$ cat src/rtl/div_pkg.sv
// Shared definitions for the sequential restoring divider.
package div_pkg;

  // Default operand, quotient and remainder width.
  localparam int DIV_WIDTH = 32;

  // Controller state encoding.
  typedef enum logic [1:0] {
    IDLE = 2'd0,
    RUN  = 2'd1,
    FIX  = 2'd2,
    DONE = 2'd3
  } div_state_e;

  // A divide by zero returns a quotient of all ones.
  // This is the fill bit, replicated to the operand width.
  localparam logic DIV0_Q_BIT = 1'b1;

endpackage

$ cat src/rtl/div_step.sv
// One combinational restoring-division iteration.
// Shifts {partial remainder, dividend} left by one and trial-subtracts the divisor.
// If the trial result is non-negative it is kept and the quotient bit is 1.
// Otherwise the shifted value is restored and the quotient bit is 0.
module div_step
  import div_pkg::*;
#(
  parameter int WIDTH = DIV_WIDTH
) (
  input  logic [WIDTH:0]   rem_i,
  input  logic [WIDTH-1:0] shreg_i,
  input  logic [WIDTH-1:0] divisor_i,
  output logic [WIDTH:0]   rem_o,
  output logic [WIDTH-1:0] shreg_o
);

  // One extra guard bit above the partial remainder.
  // The borrow of the trial subtract then lands in a bit of its own.
  logic [WIDTH+1:0] shifted;
  logic [WIDTH+1:0] trial;
  logic             trial_neg;

  // Trial subtract, then keep the result or restore the shifted value.
  always_comb begin
    shifted   = {rem_i, shreg_i[WIDTH-1]};
    trial     = shifted - {2'b00, divisor_i};
    trial_neg = trial[WIDTH+1];
    if (trial_neg) begin
      rem_o   = shifted[WIDTH:0];
      shreg_o = {shreg_i[WIDTH-2:0], 1'b0};
    end else begin
      rem_o   = trial[WIDTH:0];
      shreg_o = {shreg_i[WIDTH-2:0], 1'b1};
    end
  end

endmodule

$ cat src/rtl/seq_divider.sv
// Multi-cycle signed/unsigned restoring divider, one quotient bit per clock.
//
// Handshake: start is sampled only while the controller is in IDLE.
// busy is high from the cycle after acceptance through the done cycle.
// done is a single-cycle pulse.
// quotient, remainder and div_by_zero are valid from the done cycle.
// They hold until the next accepted start.
// start while busy is ignored, and the operands are sampled only on acceptance.
module seq_divider
  import div_pkg::*;
#(
  parameter int WIDTH = DIV_WIDTH
) (
  input  logic             clk,
  input  logic             rst_n,
  input  logic             start,
  input  logic             is_signed,
  input  logic [WIDTH-1:0] dividend,
  input  logic [WIDTH-1:0] divisor,
  output logic             busy,
  output logic             done,
  output logic [WIDTH-1:0] quotient,
  output logic [WIDTH-1:0] remainder,
  output logic             div_by_zero,
  output logic [1:0]       dbg_state_o
);

  localparam int CW = $clog2(WIDTH + 1);

  div_state_e       state_q;
  logic [CW-1:0]    cnt_q;
  logic [WIDTH:0]   rem_q;
  logic [WIDTH-1:0] shreg_q;
  logic [WIDTH-1:0] dvs_q;
  logic             q_neg_q;
  logic             r_neg_q;
  logic [WIDTH-1:0] quotient_q;
  logic [WIDTH-1:0] remainder_q;
  logic             dbz_q;
  logic             busy_q;
  logic             done_q;

  logic [WIDTH:0]   rem_d;
  logic [WIDTH-1:0] shreg_d;

  logic             dividend_neg;
  logic             divisor_neg;
  logic [WIDTH-1:0] dividend_mag;
  logic [WIDTH-1:0] divisor_mag;

  // Operand sign detection and magnitude extraction at the input.
  // Unsigned operands are taken as raw magnitudes.
  always_comb begin
    dividend_neg = is_signed & dividend[WIDTH-1];
    divisor_neg  = is_signed & divisor[WIDTH-1];
    dividend_mag = dividend_neg ? (~dividend + 1'b1) : dividend;
    divisor_mag  = divisor_neg  ? (~divisor  + 1'b1) : divisor;
  end

  div_step #(
    .WIDTH(WIDTH)
  ) u_step (
    .rem_i    (rem_q),
    .shreg_i  (shreg_q),
    .divisor_i(dvs_q),
    .rem_o    (rem_d),
    .shreg_o  (shreg_d)
  );

  // Controller FSM and all datapath/result registers.
  always_ff @(posedge clk or negedge rst_n) begin
    if (!rst_n) begin
      state_q     <= IDLE;
      cnt_q       <= '0;
      rem_q       <= '0;
      shreg_q     <= '0;
      dvs_q       <= '0;
      q_neg_q     <= 1'b0;
      r_neg_q     <= 1'b0;
      quotient_q  <= '0;
      remainder_q <= '0;
      dbz_q       <= 1'b0;
      busy_q      <= 1'b0;
      done_q      <= 1'b0;
    end else begin
      case (state_q)
        IDLE: begin
          done_q <= 1'b0;
          if (start) begin
            busy_q <= 1'b1;
            if (divisor == '0) begin
              // A zero divisor skips the iterations entirely.
              quotient_q  <= {WIDTH{DIV0_Q_BIT}};
              remainder_q <= dividend;
              dbz_q       <= 1'b1;
              done_q      <= 1'b1;
              state_q     <= DONE;
            end else begin
              shreg_q <= dividend_mag;
              dvs_q   <= divisor_mag;
              rem_q   <= '0;
              q_neg_q <= dividend_neg ^ divisor_neg;
              r_neg_q <= dividend_neg;
              cnt_q   <= CW'(WIDTH);
              dbz_q   <= 1'b0;
              state_q <= RUN;
            end
          end
        end
        RUN: begin
          rem_q   <= rem_d;
          shreg_q <= shreg_d;
          cnt_q   <= cnt_q - 1'b1;
          if (cnt_q == CW'(1)) begin
            state_q <= FIX;
          end
        end
        FIX: begin
          // Quotient truncates toward zero; the remainder takes the dividend's sign.
          quotient_q  <= q_neg_q ? (~shreg_q + 1'b1) : shreg_q;
          remainder_q <= r_neg_q ? (~rem_q[WIDTH-1:0] + 1'b1) : rem_q[WIDTH-1:0];
          done_q      <= 1'b1;
          state_q     <= DONE;
        end
        DONE: begin
          done_q  <= 1'b0;
          busy_q  <= 1'b0;
          state_q <= IDLE;
        end
        default: begin
          state_q <= IDLE;
        end
      endcase
    end
  end

  assign busy        = busy_q;
  assign done        = done_q;
  assign quotient    = quotient_q;
  assign remainder   = remainder_q;
  assign div_by_zero = dbz_q;
  assign dbg_state_o = state_q;

endmodule

$ cat config.mk
export PLATFORM = sky130hd
export DESIGN_NAME = seq_divider
export DESIGN_NICKNAME = d
export VERILOG_FILES = /design/src/rtl/div_pkg.sv /design/src/rtl/div_step.sv /design/src/rtl/seq_divider.sv
export SDC_FILE = /design/constraint.sdc
export NUM_CORES = 1
export LEC_CHECK = 0
export ABC_CLOCK_PERIOD_IN_PS = 3260
export CORE_MARGIN = 2
export CORE_UTILIZATION = 40
export CTS_BUF_LIST = sky130_fd_sc_hd__clkbuf_16
export CTS_CLUSTER_DIAMETER = 30
export CTS_CLUSTER_SIZE = 28
export DETAILED_ROUTE_END_ITERATION = 8
export GPL_ROUTABILITY_DRIVEN = 1
export HOLD_SLACK_MARGIN = 0.12
export PLACE_DENSITY = 0.74
export SLEW_MARGIN = 30
export SYNTH_ARGS = -nofsm -noshare
export SYNTH_HDL_FRONTEND = slang
export SYNTH_SLANG_ARGS = --single-unit
$ cat constraint.sdc
create_clock -name clk -period 3.26 [get_ports clk]
set_input_delay 0.652 -clock clk [delete_from_list [all_inputs] [get_ports clk]]
set_output_delay 0.652 -clock clk [all_outputs]
set_load 0.05 [all_outputs]
* Word-level counts from Yosys, hierarchy flattened
Cells that the tools add are included.
** Word-level totals
- Bits in registers :: 174
- Word-level logic and storage cells :: 76
** Cells by class
- Muxes and demuxes :: 30
- Bitwise gates (word level) :: 8
- Reduce and logical (&&, ||, !) cells :: 12
- Add/subtract/negate cells :: 6
- Equality and inequality tests :: 8
** Operators with widths (count)
- 2-to-1 mux 32 bit :: 10
- one-hot mux 32 bit (2 select lines) :: 3
- adder 32 x 1 -> 32 bit, second input constant :: 4
- NOT 32 bit :: 4
- 2-to-1 mux 33 bit :: 3
- one-hot mux 33 bit (2 select lines) :: 1
- subtractor 34 x 32 -> 34 bit :: 1
- logical NOT 32 bit :: 1
- 2-to-1 mux 6 bit :: 2
- one-hot mux 6 bit (2 select lines) :: 1
- AND reduction 3 bit :: 3
- != test 2 bit, second input constant :: 4
- one-hot mux 2 bit (4 select lines) :: 1
- == test 6 x 1 -> 1 bit, second input constant :: 1
- 2-to-1 mux 2 bit :: 3
- AND reduction 2 bit :: 3
- nonzero test 2 bit :: 3
- subtractor 6 x 1 -> 6 bit, second input constant :: 1
- == test 2 bit, second input constant :: 2
- 2-to-1 mux 1 bit :: 4
- one-hot mux 1 bit (3 select lines) :: 1
- nonzero test 3 bit :: 1
- AND 1 bit :: 2
- == test 2 x 1 -> 1 bit, second input constant :: 1
- other kinds (4) :: 4

* Longest topological paths before layout
Gate-level depths: netlist (run 1).
- Depth in word-level cells :: 6
- Depth in mapped cells :: 13

* Cells and area by module
Synthesis (run 1) repeated with hierarchy kept, for this count alone.
** Unflattened totals
- Cell total of the unflattened synthesis :: 1509
- Area total of the unflattened synthesis :: 12463.2 µm²
** By module, submodules not included
- seq_divider :: area each 10059.6 µm², cells each 1150, instances 1
- div_step :: area each 2403.6 µm², cells each 359, instances 1

* Least setup slack after synthesis (run 1)
No wires, ideal clock.
- Path kind :: input to register
- Start :: in divisor[0]
- End :: reg rem_q[32]
- Setup slack :: 0.022 ns
- Cell stages on the path :: 12
- Library setup time :: 0.131 ns
- Arrival :: 3.106 ns
- Data required time :: 3.129 ns
- Path buffers :: 1
- Path through :: inv_1 > ha_1 > or3b_2 > nor4_1 > nand4_1 > o311ai_1 > clkbuf_1 > nand2_1 > nand2_1 > nor3_1 > o211a_1 > or3_1
** On the way
- Cells in the longest elaborated chain, start to end :: 3
** Ends and longest elaborated chain
- start: declaration :: RTL line seq_divider.sv:19 : input logic [WIDTH-1:0] divisor,
- logical NOT 32 bit :: RTL line seq_divider.sv:91 : if (divisor == '0) begin
- != test 2 bit (no source line)
- AND reduction 3 bit (no source line)
- end signal: assignment :: RTL line seq_divider.sv:111 : rem_q <= rem_d;
- end: declaration :: RTL line seq_divider.sv:32 : logic [WIDTH:0] rem_q;
Every way passes these cells.
A chain may end at the register's enable or synchronous reset.

* Worst setup path after layout (run 1)
- Start :: reg rem_q[11]
- End :: reg remainder_q[30], in the netlist remainder[30]
** On the way
- Cells in the longest elaborated chain, start to end :: 4
** Ends and longest elaborated chain
- NOT 32 bit :: RTL line seq_divider.sv:121 : remainder_q <= r_neg_q ? (~rem_q[WIDTH-1:0] + 1'b1) : rem_q[WIDTH-1:0];
- adder 32 x 1 -> 32 bit :: RTL line seq_divider.sv:121
- 2-to-1 mux 32 bit :: RTL line seq_divider.sv:121
- one-hot mux 32 bit (2 select lines) :: RTL line seq_divider.sv:86 : case (state_q)
- end signal: assignment :: RTL line seq_divider.sv:94 : remainder_q <= dividend;
- end signal: assignment :: RTL line seq_divider.sv:121
- end: declaration :: RTL line seq_divider.sv:38 : logic [WIDTH-1:0] remainder_q;
Every way passes these cells.

==> impl_summary.md, run 1 <==
Status
The run finished with clean final reports.

Clock network
The count of H-tree levels built during CTS is 4. The maximum buffer depth of the clock tree is 2. The clock latency on the worst-skew pair is 0.44 ns.

TritonCTS built the clock tree. The cell chosen for the clock root is sky130_fd_sc_hd__clkbuf_16. The number of sinks driven by the clock tree is 174. Buffers inserted during clock tree synthesis total 17. Clock-pin slew was measured on the worst setup and hold paths at 0.07 ns. After clock tree synthesis, the flow added hold-fix buffers numbering 0.

Floorplan
In this run the count of I/O pins placed on the die edge is 137. The floorplan has 62 rows. Measured along the y axis, the die boundary spans 175 µm. The die boundary width is 175 µm. The total area inside the core boundary comes to 28800 µm².

The die covers 30600 µm². The initial utilization of the core area, before any placement, comes to 40.6%.

Layout
Cells with a size suffix above 1 make up 14.4% of the layout. The count of nets after finishing is 1743. Fill cells in the final layout number 2570.

At the end of the flow the core is filled with cells to 53.3%. The number of antenna diodes in the final layout is 0. The area growth from synthesis to layout is 31.2%.

Worst setup path
The worst setup path is launched from a register. The worst path arrival time is 3.53 ns. The peak fanout along the critical path is 3. The worst setup path is captured at a register. The worst setup path is of the register to register kind. The data required time at the worst endpoint is 3.57 ns.

STA
On the final layout, the worst clock skew is 0.0107 ns. After layout, the worst path uses 98.6% of the clock period. The max-slew violation count came to 0.

Setup repair after global routing could not meet its margin everywhere. Setup slack on the critical path of the routed design comes to 0.0450 ns. The worst pin sits at a relative slew slack of 49.2%. For this run, the top clock speed supported by timing is 0.311 GHz. The time the final worst path needs with I/O delays and setup is 3.21 ns. The number of hold violations in the final report is 0. The final setup violation count is 0. At the pin with the least slew margin, the transition time is 0.761 ns.

Power and ir drop
The internal portion of the total power is 0.00738 W. Of the total power, the clock network draws 15.8%. In this run the power density over the cells is 908 nW/µm². The share of total power dissipated in sequential elements is 27.2%. Combinational logic burns 57.1% of the power.

For this design the static power due to leakage is 6.64 nW. The analysis attributes to net switching a power of 0.00655 W. The peak supply drop is 0.000405 V.

The net switching fraction of the power is 47.0%.

Yosys
Averaged over all synthesized cells, the footprint is 8.35 µm². The number of enable flip-flop cells after synthesis is 0. Among all cell types in the netlist, the one instantiated most often is sky130_fd_sc_hd__nand2_1. The top flip-flop cell by instance count after synthesis is sky130_fd_sc_hd__dfrtp_1. The post-synthesis sequential area ratio is 37.2%.

The largest area contributor in the netlist is sky130_fd_sc_hd__dfrtp_1. The number of different library cells used by synthesis comes to 65. The commonest cells after synthesis are sky130_fd_sc_hd__nand2_1 (198), sky130_fd_sc_hd__o21ai_0 (195), sky130_fd_sc_hd__dfrtp_1 (174). For this run, asynchronously set or reset flops after synthesis account for 100%. The cell area after synthesis is 11700 µm². The count of mapped cells out of synthesis is 1400. By area the synthesized netlist is led by sky130_fd_sc_hd__dfrtp_1 (37%), sky130_fd_sc_hd__o21ai_0 (8.3%), sky130_fd_sc_hd__nand2_1 (6.4%). The number of nets in the synthesized netlist is 1512. Synthesis inferred 174 register bits. The share of synthesized area in the top cell type comes to 37.2%. The number of warning messages in the yosys log is 0.

Flow run
The number of max-cap violations is 0.

Drt
In the final routing, the length of wire on met1 measures 14800 µm. The detail-routed net length per standard cell is 16.1 µm. Detailed routing placed a total of 1590 µm of wire on met3. The antenna violation net count after detailed routing is 0. The starting DRC count in detailed routing is 855. The top routing layer in use is met4.

For this run, design rule violations remaining after detail routing come to 0. The detailed-routing iteration count for the pre-antenna-repair pass is 5. The via count is 11.1k. Wire segments on met2 add up to 15500 µm in the final route.

The mean number of vias per cell is 5.46. The routed wire length is 32700 µm.

Global route
After global routing the overflow that remains totals 0. The number of global-route vias before repair is 10.5k. The initial antenna violation count is 0. The first-pass GRT wire length is 53300 µm.

The maximum number of pins on one net before global-route repair is 65. The all-layer global routing usage is 21.3%.

Placement
At the end of routability-driven placement, the weighted congestion stood at 0.893. The wire-length estimate of the detail-placed layout is 25200 µm. The number of buffers added on ports is 136.

Timing analysis after detailed placement gives a worst setup slack of -0.420 ns.

Min path
The class of the tightest hold or removal check is input pin to async pin.
## cells by family after synthesis
logic type	synth area share, %
AOI/OAI and AO/OA	22.7
xor gates and xnor gates	10.8
DFF	37.2
muxes	2.92
adders and majority gates	4.77
and+or+nand+nor	17.1
buffers and inverters	4.44
## worst paths after layout
| path | startpoint | to | slack (ns) | cells past startpoint |
|---|---|---|---|---|
| max in group asynchronous | rst_n | div_by_zero | 2.24 | 2 |
| hold / removal | rst_n | quotient[7] | 0.18 | 1 |
| hold reg to reg | dvs_q[24] | dvs_q[24] | 0.48 | 2 |
| min in group clk | dvs_q[24] | dvs_q[24] | 0.48 | 2 |
| setup / recovery | rem_q[11] | remainder[30] | 0.05 | 8 |
| setup reg to reg | rem_q[11] | remainder[30] | 0.05 | 8 |
## through the flow
| step | setup TNS [ns] | instances | instance area, µm² | hold WS (ns) | total power (W) |
|---|---|---|---|---|---|
| floorplan | 0 | 1400 | 11700 | 0.356 | 0.00892 |
| detailed placement | -55.41 | 1984 | 14500 | 0.472 | 0.0116 |
| finish | 0 | 2028 | 15300 | 0.182 | 0.0139 |
| CTS | 0 | 2017 | 15100 | 0.193 | 0.0138 |
| global route | -1.07 | 2028 | 15300 | 0.213 | 0.0149 |
| global placement | -41.30 | 1984 | 14500 | 0.462 | 0.0113 |
## worst max-delay path, cell delays in order, from the launching register on
cell and delay (ns):
sky130_fd_sc_hd__dfrtp_2 0.46, sky130_fd_sc_hd__or4_4 0.53, sky130_fd_sc_hd__or3_4 0.34, sky130_fd_sc_hd__or4_4 0.43, sky130_fd_sc_hd__or3_4 0.36, sky130_fd_sc_hd__or3_4 0.37
sky130_fd_sc_hd__nor3_4 0.15, sky130_fd_sc_hd__o21ai_1 0.10, sky130_fd_sc_hd__o32a_1 0.36
## placed cells by master (no fill, tap or decap), types with 6 or more instances in the layout
| cell type | Yosys | final |
|---|---|---|
| sky130_fd_sc_hd__or3_1 | 15 | 14 |
| sky130_fd_sc_hd__inv_1 | 57 | 57 |
| sky130_fd_sc_hd__xor2_1 | 73 | 73 |
| sky130_fd_sc_hd__a32oi_1 | 7 | 6 |
| sky130_fd_sc_hd__o21ai_0 | 195 | 191 |
| sky130_fd_sc_hd__o22a_1 | 27 | 27 |
| sky130_fd_sc_hd__dfrtp_1 | 174 | 172 |
| sky130_fd_sc_hd__nor3_1 | 19 | 18 |
| sky130_fd_sc_hd__nand3_1 | 15 | 14 |
| sky130_fd_sc_hd__ha_1 | 43 | 36 |
| sky130_fd_sc_hd__a31oi_1 | 14 | 12 |
| sky130_fd_sc_hd__buf_4 | 0 | 144 |
| sky130_fd_sc_hd__nor3b_1 | 8 | 8 |
| sky130_fd_sc_hd__or4_1 | 15 | 15 |
| sky130_fd_sc_hd__clkbuf_16 | 0 | 17 |
| sky130_fd_sc_hd__inv_6 | 0 | 6 |
| sky130_fd_sc_hd__a21oi_1 | 102 | 99 |
| sky130_fd_sc_hd__or3_4 | 5 | 6 |
| sky130_fd_sc_hd__nor4_1 | 17 | 14 |
| sky130_fd_sc_hd__a21o_1 | 23 | 23 |
| sky130_fd_sc_hd__nor2_1 | 85 | 84 |
| sky130_fd_sc_hd__nand4_1 | 12 | 12 |
| sky130_fd_sc_hd__clkdlybuf4s50_1 | 0 | 135 |
| sky130_fd_sc_hd__buf_12 | 0 | 8 |
| sky130_fd_sc_hd__mux2i_1 | 33 | 33 |
| sky130_fd_sc_hd__o31ai_1 | 24 | 24 |
| sky130_fd_sc_hd__nand2b_1 | 7 | 7 |
| sky130_fd_sc_hd__o41ai_1 | 12 | 12 |
| sky130_fd_sc_hd__nand2_1 | 198 | 197 |
| sky130_fd_sc_hd__xnor2_1 | 71 | 71 |
## flip-flops by register name (all words and copies together), names as in the netlist
register and cells:
r_neg_q 1, div_by_zero 1, remainder 32, rem_q 33
quotient 32, shreg_q 32, cnt_q 6, dvs_q 32
done 1, q_neg_q 1, dbg_state_o 2, busy 1
## timing repair
item / CTS / global route
setup endpoints to repair: 35 / 136
gates resized for setup: 6 / 28
buffers inserted: 1 / 11
pin swaps: 1 / 10
## cell type report
cell class,count,area (µm²),share of cell area [%]
timing repair buffer,292,2650,17.3
inverter,57,214,1.39
clock inverter,15,198,1.29
clock buffer,17,425,2.77
multi-input combinational,1089,7030,45.8
sequential,174,4360,28.4
tap,384,480,3.13
## power by group through the flow
stage | Combinational, W | Sequential, W | Clock [W]
4_1_cts | 0.00783 | 0.00377 | 0.00222
3_5_place_dp | 0.00778 | 0.00380 | 0
3_3_place_gp | 0.00758 | 0.00376 | 0
5_1_grt | 0.00869 | 0.00390 | 0.00232
6_report | 0.00795 | 0.00378 | 0.00219
2_1_floorplan | 0.00404 | 0.00488 | 0
## metal layers
metal  GRT usage [%]  up-vias
met1            28.6     5269
met3            2.83       48
met2            35.4      314
li1                -     5442
met4            7.19        0
met5               0        -
(Power assumes the default switching activity.)
==> inputs of run 2 (changes only) <==
--- a/config.mk
+++ b/config.mk
@@ -5,16 +5,17 @@
 export SDC_FILE = /design/constraint.sdc
 export NUM_CORES = 1
 export LEC_CHECK = 0
+export ABC_AREA = 1
 export ABC_CLOCK_PERIOD_IN_PS = 3260
 export CORE_MARGIN = 2
-export CORE_UTILIZATION = 40
+export CORE_UTILIZATION = 50
 export CTS_BUF_LIST = sky130_fd_sc_hd__clkbuf_16
 export CTS_CLUSTER_DIAMETER = 30
 export CTS_CLUSTER_SIZE = 28
 export DETAILED_ROUTE_END_ITERATION = 8
 export GPL_ROUTABILITY_DRIVEN = 1
 export HOLD_SLACK_MARGIN = 0.12
-export PLACE_DENSITY = 0.74
+export PLACE_DENSITY = 0.85
 export SLEW_MARGIN = 30
 export SYNTH_ARGS = -nofsm -noshare
 export SYNTH_HDL_FRONTEND = slang
==> run 2 against run 1 <==
  * Sequential cell count unchanged
  * Setup slack better by 0.42 ns
  * Routed wire length up 41%
  * Combinational power up 52%
  * Via count up 37%
  * Hold slack better by 0.088 ns
  * Global-route usage up 10 points
  * Clock power down 4%
  * First-iteration DRC count up 83%
  * Clock skew up 0.0022 ns
  * Register-to-register slack better by 0.57 ns
  * Critical path type is now input pin to register
==> impl_summary.md, run 2 <==
Clock network
The count of hold buffers inserted by post-cts repair is 0 (unchanged). The clock tree from TritonCTS is yes (unchanged). The cell chosen for the clock root was sky130_fd_sc_hd__clkbuf_16 (unchanged).

The clock latency on the worst-skew pair was 0.45 ns (was 0.44 ns). The number of sinks driven by the clock tree is 174 (unchanged). The maximum buffer depth of the clock tree is 2 (unchanged).

The count of H-tree levels built during CTS is 4 (unchanged). The count of buffers added by post-CTS timing repair for setup is 0 (was 1). The post-CTS clock slew at the launch and capture registers of the worst setup and hold paths is 0.07 ns (about the same). The number of buffers added by the clock tree synthesis step is 17 (unchanged). The number of gates given a new drive strength after cts is 0 (was 6).

Layout
Commonest non-fill, non-tap cells in the layout: sky130_fd_sc_hd__nand2_1 (680), sky130_fd_sc_hd__inv_1 (314), sky130_fd_sc_hd__nand3_1 (249) (was sky130_fd_sc_hd__nand2_1 (197), sky130_fd_sc_hd__o21ai_0 (191), sky130_fd_sc_hd__dfrtp_1 (172)). The most frequent standard cell in the layout excluding fill and tap cells was sky130_fd_sc_hd__nand2_1 (unchanged). The count of nets after finishing came to 2453 (was 1743). The number of flip-flops in the largest register is 33 (unchanged). The number of inserted diodes is 0 (unchanged).

The register with the most flip-flops is rem_q (unchanged). The fraction of layout cells with a size suffix above 1 is 4.59% (was 14.4%). The area growth from synthesis to layout is 16.3% (was 31.2%).

Drt
The routed wire length is 46200 µm (was 32700 µm). The detailed-routing iteration count for the pre-antenna-repair pass came to 6 (was 5). The antenna violation net count after detailed routing came to 0 (unchanged).

The detail-routed net length per standard cell is 16.9 µm (was 16.1 µm). The post-route DRC violation count is 0 (unchanged). The starting DRC count in detailed routing is 1565 (was 855). The mean number of vias per cell came to 5.55 (was 5.46). The via count was 15.2k (was 11.1k).

Global route
The all-layer global routing usage is 31.7% (was 21.3%). The initial antenna violation count is 0 (unchanged). The first-pass GRT wire length is 73400 µm (was 53300 µm).

The number of global-route vias before repair was 14.2k (was 10.5k). The total overflow reported by the global router is 0 (unchanged). The maximum number of pins on one net before global-route repair is 82 (was 65).

Placement
The weighted congestion reported at the end of routability-driven placement is 1.01 (was 0.893). The worst setup timing slack at the placement stage came to 0.0887 ns (was -0.420 ns). The number of buffers added on ports is 136 (unchanged). The half-perimeter wire length after detailed placement was 36600 µm (was 25200 µm).

Worst setup path
The data required time at the worst endpoint is 3.64 ns (was 3.57 ns). The depth of the worst register-to-register path is 15 (was 8). The kind of end point of the critical path is a register (unchanged).

The peak fanout along the critical path is 50 (was 3). The path type of the worst setup path was input pin to register (was register to register). The worst path arrival time was 3.17 ns (was 3.53 ns). The startpoint type of the worst setup path was an input pin (was register).

Yosys
The top flip-flop cell by instance count after synthesis is sky130_fd_sc_hd__dfrtp_1 (unchanged). The largest area contributor in the netlist is sky130_fd_sc_hd__dfrtp_1 (unchanged). The top cell type's share of synthesized area is 30.8% (was 37.2%).

The proportion of synthesized area in mux cells came to 0.0795% (was 2.92%). The main combinational cell family by area after synthesis is simple AND/OR/NAND/NOR gates (was compound AO/OA/AOI/OAI gates). The count of mapped cells out of synthesis is 2231 (was 1400). Top cells by count, synth: sky130_fd_sc_hd__nand2_1 (680), sky130_fd_sc_hd__inv_1 (314), sky130_fd_sc_hd__nand3_1 (249) (was sky130_fd_sc_hd__nand2_1 (198), sky130_fd_sc_hd__o21ai_0 (195), sky130_fd_sc_hd__dfrtp_1 (174)). The number of nets in the synthesized netlist was 2343 (was 1512). The number of enable flip-flop cells after synthesis is 0 (unchanged). The async set-reset flop share out of synthesis is 100% (unchanged). The adder and majority cell fraction of the synthesized area is 3.94% (was 4.77%).

The cell area after synthesis came to 14200 µm² (was 11700 µm²). The post-synthesis register bit count is 174 (unchanged). The mean instance size in the synthesized netlist came to 6.35 µm² (was 8.35 µm²). The area fraction in compound gates after synthesis is 11.0% (was 22.7%). The dominant cell by count in the synthesized netlist is sky130_fd_sc_hd__nand2_1 (unchanged). The post-synthesis share of cell area spent on and, or, nand and nor gates is 38.2% (was 17.1%).

The number of warning messages in the yosys log was 0 (unchanged). The xor-xnor portion of the synthesized cell area was 4.76% (was 10.8%). The count of distinct cell types in the synthesized netlist came to 45 (was 65).

Top cells by area in the synthesized netlist: sky130_fd_sc_hd__dfrtp_1 (31%), sky130_fd_sc_hd__nand2_1 (18%), sky130_fd_sc_hd__nand3_1 (8.8%) (was sky130_fd_sc_hd__dfrtp_1 (37%), sky130_fd_sc_hd__o21ai_0 (8.3%), sky130_fd_sc_hd__nand2_1 (6.4%)). The post-synthesis sequential area ratio came to 30.8% (was 37.2%).

STA
Setup repair after global routing missed its margin: no (was yes). The number of hold violations in the final report is 0 (unchanged). The max-slew violation count is 0 (unchanged). The setup slack after layout is 0.469 ns (was 0.0450 ns).

The tightest slew margin relative to the limit is 46.7% (was 49.2%). The final worst-path cycle share is 85.6% (was 98.6%). The fmax is 0.358 GHz (was 0.311 GHz).

The final setup violation count is 0 (unchanged). The time the final worst path needs with I/O delays and setup is 2.79 ns (was 3.21 ns). The pin slew with the least headroom to its limit is 0.799 ns (was 0.761 ns).

The largest clock skew in the final design was 0.0129 ns (was 0.0107 ns). The total negative slack for setup checks is 0 ns (unchanged).

Min path
The class of the tightest hold or removal check is input pin to async pin (unchanged).

Floorplan
The core footprint was 27900 µm² (was 28800 µm²). The full die area is 29700 µm² (was 30600 µm²). The die boundary width is 172 µm (was 175 µm). The number of placed I/O pins was 137 (unchanged). The effective utilization at floorplan is 50.8% (was 40.6%). The number of rows created at floorplan came to 61 (was 62).

The die height is 172 µm (was 175 µm).

Power and ir drop
The leakage component of the power is 8.36 nW (was 6.64 nW). The peak supply drop was 0.000510 V (was 0.000405 V). The ratio of total power to cell area is 1100 nW/µm² (was 908 nW/µm²).

Status
Outcome: completed (unchanged).

Flow run
The number of max-cap violations is 0 (unchanged).
run 2: cell types whose count changed in the layout (fill, tap and decap cells not counted), moves of 39 or more:
cell                      before  now
sky130_fd_sc_hd__nand2_1     197  680
sky130_fd_sc_hd__inv_1        57  314
sky130_fd_sc_hd__nand3_1      14  249
sky130_fd_sc_hd__nor2_1       84  222
sky130_fd_sc_hd__buf_4       144   27
sky130_fd_sc_hd__o21ai_0     191  129
sky130_fd_sc_hd__xnor2_1      71   21
sky130_fd_sc_hd__a21oi_1      99   60
run 2: path summary, 6_finish.rpt:
check	endpoint	slack [ns]	from
max	remainder[31]	0.47	divisor[0]
min	remainder[8]	0.27	rst_n
max reg2reg	rem_q[19]	0.62	rem_q[15]
min reg2reg	dvs_q[31]	0.48	dvs_q[31]
max in group asynchronous	q_neg_q	2.22	rst_n
min in group clk	dvs_q[31]	0.48	dvs_q[31]
run 2: metrics by stage:
stage / hold slack [ns] / total power [W] / area [µm²] / utilization, % / instances
final: 0.270 / 0.0182 / 16500 / 59.1 / 2732
after global routing: 0.338 / 0.0197 / 16500 / 59.1 / 2732
after CTS: 0.296 / 0.0180 / 16500 / 59.1 / 2732
after detailed placement: 0.468 / 0.0159 / 15900 / 57.0 / 2700
after global placement: 0.469 / 0.0156 / 15900 / 57.0 / 2700
after floorplan: 0.356 / 0.0125 / 14200 / - / 2231
run 2: where the power goes:
| part | internal (W) | leakage [nW] | switching (W) |
|---|---|---|---|
| Sequential | 0.00307 | 2.11 | 0.000890 |
| Combinational | 0.00388 | 5.96 | 0.00823 |
| Clock | 0.00110 | 0.295 | 0.00101 |
| Total | 0.00804 | 8.36 | 0.0101 |
run 2: logic make-up (layout without fill, tap and decap cells):
| kind of cell | after synthesis | after routing |
|---|---|---|
| flip-flops | 174 | 174 |
| AND/OR/NAND/NOR | 1266 | 1266 |
| adder cells (fa/ha/maj) | 44 | 44 |
| XOR/XNOR | 77 | 77 |
| AO/OA/AOI/OAI | 275 | 275 |
| buffers and inverters | 394 | 517 |
| multiplexers | 1 | 1 |
run 2: routing by layer:
layer	vias to the layer above	routed length, µm	track usage [%]	share of wire, %
li1	7382	-	-	-
met1	6974	19800	42.5	43
met2	688	20900	51.9	45
met3	108	3630	4.07	7.9
met4	0	1950	13.2	4.2
met5	-	0	0	0
run 2: area by class of cell:
class | count | area [µm²]
fill | 2588 | 11400
multi-input combinational | 1663 | 8220
sequential | 174 | 4350
timing repair buffer | 166 | 1630
inverter | 319 | 1200
tap | 378 | 473
clock buffer | 17 | 425
clock inverter | 15 | 175
run 2: critical path, cell delays in order:
cell,delay [ns]
sky130_fd_sc_hd__clkdlybuf4s50_1,0.44
sky130_fd_sc_hd__inv_1,0.15
sky130_fd_sc_hd__ha_1,0.25
sky130_fd_sc_hd__nand4_2,0.15
sky130_fd_sc_hd__nor2_2,0.15
sky130_fd_sc_hd__nand2_1,0.08
sky130_fd_sc_hd__nor2_2,0.12
sky130_fd_sc_hd__nand2_1,0.11
sky130_fd_sc_hd__o21ai_4,0.13
sky130_fd_sc_hd__buf_12,0.29
sky130_fd_sc_hd__inv_4,0.23
sky130_fd_sc_hd__a21oi_1,0.19
sky130_fd_sc_hd__o21ai_0,0.12
sky130_fd_sc_hd__nand2_1,0.07
==> inputs of run 3 (changes only) <==
--- a/config.mk
+++ b/config.mk
@@ -6,7 +6,7 @@
 export NUM_CORES = 1
 export LEC_CHECK = 0
 export ABC_AREA = 1
-export ABC_CLOCK_PERIOD_IN_PS = 3260
+export ABC_CLOCK_PERIOD_IN_PS = 3500
 export CORE_MARGIN = 2
 export CORE_UTILIZATION = 50
 export CTS_BUF_LIST = sky130_fd_sc_hd__clkbuf_16
@@ -15,7 +15,7 @@
 export DETAILED_ROUTE_END_ITERATION = 8
 export GPL_ROUTABILITY_DRIVEN = 1
 export HOLD_SLACK_MARGIN = 0.12
-export PLACE_DENSITY = 0.85
+export PLACE_DENSITY = 0.82
 export SLEW_MARGIN = 30
 export SYNTH_ARGS = -nofsm -noshare
 export SYNTH_HDL_FRONTEND = slang
==> constraint.sdc (replaced) <==
create_clock -name clk -period 3.5 [get_ports clk]
set_input_delay 0.7 -clock clk [delete_from_list [all_inputs] [get_ports clk]]
set_output_delay 0.7 -clock clk [all_outputs]
set_load 0.05 [all_outputs]
==> run 3 against run 2 <==
  * Cell area is 0.36% lower
  * Routed wire length is 0.57% lower
  * Clock-buffer cell count stayed put
  * Hold slack worse by 0.051 ns
  * Critical path depth is 1 higher
  * Via count is 0.57% higher
  * Clock skew is 0.0011 ns lower
  * Critical path type is now register to register
==> impl_summary.md, run 3 (synthesis results as in run 2) <==
Placement
The weighted congestion reported at the end of routability-driven placement is 0.989 (was 1.01). The half-perimeter wire length after detailed placement came to 36200 µm (was 36600 µm). The number of buffers added on ports came to 136 (unchanged). The worst setup timing slack at the placement stage is 0.229 ns (was 0.0887 ns).

The area of placed instances is 15800 µm² (was 15900 µm²).

Power and ir drop
The switching power of the nets came to 0.00943 W (was 0.0101 W). The fraction of power consumed by combinational cells is 66.1% (was 66.6%). The net switching fraction of the power came to 55.6% (was 55.7%).

The ratio of total power to cell area is 1030 nW/µm² (was 1100 nW/µm²). The peak supply drop is 0.000495 V (was 0.000510 V). The internal power came to 0.00752 W (was 0.00804 W). The clock share of power is 12.0% (was 11.6%).

The sum of internal, switching and leakage power came to 0.0169 W (was 0.0182 W). The leakage component of the power is 8.32 nW (was 8.36 nW). The share of power burned in registers is 21.9% (was 21.8%).

Worst setup path
The reg-to-reg startpoint is dvs_q[3] (was rem_q[15]). The kind of end point of the critical path is a register (unchanged). The worst reg-to-reg setup slack came to 0.57 ns (was 0.62 ns). The depth of the worst register-to-register path was 15 (unchanged). The critical register-to-register path endpoint was rem_q[27] (was rem_q[19]). The peak fanout along the critical path was 33 (was 50). The data required time at the worst endpoint is 3.88 ns (was 3.64 ns). The path type of the worst setup path is register to register (was input pin to register). The startpoint type of the worst setup path is a register (was input pin). The worst path arrival time is 3.30 ns (was 3.17 ns).

STA
Setup repair after global routing missed its margin: no (unchanged). The time the final worst path needs with I/O delays and setup is 2.93 ns. The max-slew violation count is 0 (unchanged).

The pin slew with the least headroom to its limit is 0.932 ns (was 0.799 ns). The tightest slew margin relative to the limit is 37.9% (was 46.7%). The largest clock skew in the final design came to 0.0117 ns (was 0.0129 ns).

The number of hold violations in the final report is 0 (unchanged). The setup slack after layout is 0.574 ns (was 0.469 ns). The total negative slack for setup checks is 0 ns (unchanged). The final setup violation count is 0 (unchanged). The fmax is 0.342 GHz. The final worst-path cycle share is 83.6%.

Floorplan
The number of placed I/O pins was 137 (unchanged). The die height is 172 µm (unchanged). The number of rows created at floorplan is 61 (unchanged). The full die area is 29700 µm² (unchanged).

The effective utilization at floorplan came to 50.8% (unchanged). The die boundary width was 172 µm (unchanged). The core footprint is 27900 µm² (unchanged).

Global route
The maximum number of pins on one net before global-route repair is 88 (was 82). The number of global-route vias before repair is 14.1k (was 14.2k). The total overflow reported by the global router is 0 (unchanged). The all-layer global routing usage is 31.3% (was 31.7%). The first-pass GRT wire length was 72700 µm (was 73400 µm).

The initial antenna violation count is 0 (unchanged).

Layout
The count of nets after finishing came to 2444 (was 2453). The number of flip-flops in the largest register is 33 (unchanged). The area growth from synthesis to layout is 15.9% (was 16.3%).

The number of inserted diodes came to 0 (unchanged). The register with the most flip-flops is rem_q (unchanged). The final instance area is 16400 µm² (was 16500 µm²). Commonest non-fill, non-tap cells in the layout: sky130_fd_sc_hd__nand2_1 (680), sky130_fd_sc_hd__inv_1 (314), sky130_fd_sc_hd__nand3_1 (249) (unchanged).

The most frequent standard cell in the layout excluding fill and tap cells is sky130_fd_sc_hd__nand2_1 (unchanged). The fraction of layout cells with a size suffix above 1 is 4.26% (was 4.59%). The utilization after layout came to 58.9% (was 59.1%).

Clock network
The number of buffers added by the clock tree synthesis step is 17 (unchanged). The count of H-tree levels built during CTS is 4 (unchanged). The number of sinks driven by the clock tree is 174 (unchanged). The clock latency on the worst-skew pair was 0.44 ns (was 0.45 ns). The count of buffers added by post-CTS timing repair for setup was 0 (unchanged). The number of gates given a new drive strength after cts came to 0 (unchanged). The post-CTS clock slew at the launch and capture registers of the worst setup and hold paths came to 0.07 ns (about the same). The cell chosen for the clock root is sky130_fd_sc_hd__clkbuf_16 (unchanged). The count of hold buffers inserted by post-cts repair came to 0 (unchanged). The maximum buffer depth of the clock tree came to 2 (unchanged). The clock tree from TritonCTS is yes (unchanged).

Min path
The class of the tightest hold or removal check was input pin to async pin (unchanged).

Drt
The mean number of vias per cell is 5.60 (was 5.55). The post-route DRC violation count was 0 (unchanged). The detailed-routing iteration count for the pre-antenna-repair pass is 6 (unchanged). The detail-routed net length per standard cell is 16.9 µm (about the same). The via count is 15.2k (about the same). The routed wire length came to 45900 µm (was 46200 µm). The antenna violation net count after detailed routing is 0 (unchanged).

The starting DRC count in detailed routing was 1517 (was 1565).

Flow run
The number of max-cap violations is 0 (unchanged).

Status
Outcome: completed (unchanged).
==> run 3: stage by stage <==
stage | hold WS (ns) | std cells
finish | 0.219 | 2723
global route | 0.272 | 2723
CTS | 0.259 | 2723
detailed placement | 0.467 | 2691
global placement | 0.463 | 2691
floorplan | 0.404 | 2231
==> run 3: worst max-delay path: stages, from the launching register on <==
cell                      delay [ns]
sky130_fd_sc_hd__dfrtp_1        0.38
sky130_fd_sc_hd__inv_1          0.19
sky130_fd_sc_hd__ha_1           0.31
sky130_fd_sc_hd__nand2_1        0.16
sky130_fd_sc_hd__inv_1          0.06
sky130_fd_sc_hd__nand2_1        0.08
sky130_fd_sc_hd__nand2_1        0.06
sky130_fd_sc_hd__nand2_1        0.07
sky130_fd_sc_hd__nand3_2        0.12
sky130_fd_sc_hd__nand2_1        0.13
sky130_fd_sc_hd__nand2_1        0.09
sky130_fd_sc_hd__nand2_2        0.14
sky130_fd_sc_hd__nand3_2        0.54
sky130_fd_sc_hd__nand3_1        0.33
sky130_fd_sc_hd__nand3_1        0.11
sky130_fd_sc_hd__nand2_1        0.08
==> run 3: power groups by stage <==
stage,registers [W],clock network (W),logic [W]
after floorplan,0.00455,0,0.00711
after global placement,0.00369,0,0.0108
after detailed placement,0.00371,0,0.0110
after CTS,0.00368,0.00204,0.0111
after global routing,0.00379,0.00212,0.0124
final,0.00372,0.00203,0.0112
==> run 3: cell type report <==
type                       count  area (µm²)
fill                        2606       11400
clock buffer                  17         425
multi-input combinational   1663        8220
tap                          378         473
timing repair buffer         157        1550
clock inverter                15         196
sequential                   174        4350
inverter                     319        1200
==> run 3: how the worst max path moves through the flow <==
| stage | start | to | slack, ns | depth (start not counted) |
|---|---|---|---|---|
| finish | dvs_q[3] | rem_q[27] | 0.57 | 15 |
| global route | rem_q[5] | rem_q[28] | 0.28 | 14 |
| CTS | dvs_q[3] | rem_q[27] | 0.63 | 15 |
| detailed placement | divisor[0] | quotient[26] | 0.23 | 14 |
| global placement | divisor[0] | quotient[28] | 0.31 | 14 |
| floorplan | divisor[0] | remainder[3] | 1.29 | 13 |
==> run 3: routing by layer <==
metal  up-vias  track usage (%)  part of all wire [%]
met1      7080             42.2                    44
met5         -                0                     0
li1       7353                -                     -
met3       106             4.44                   7.6
met2       699             50.1                    45
met4         0             13.9                   4.3
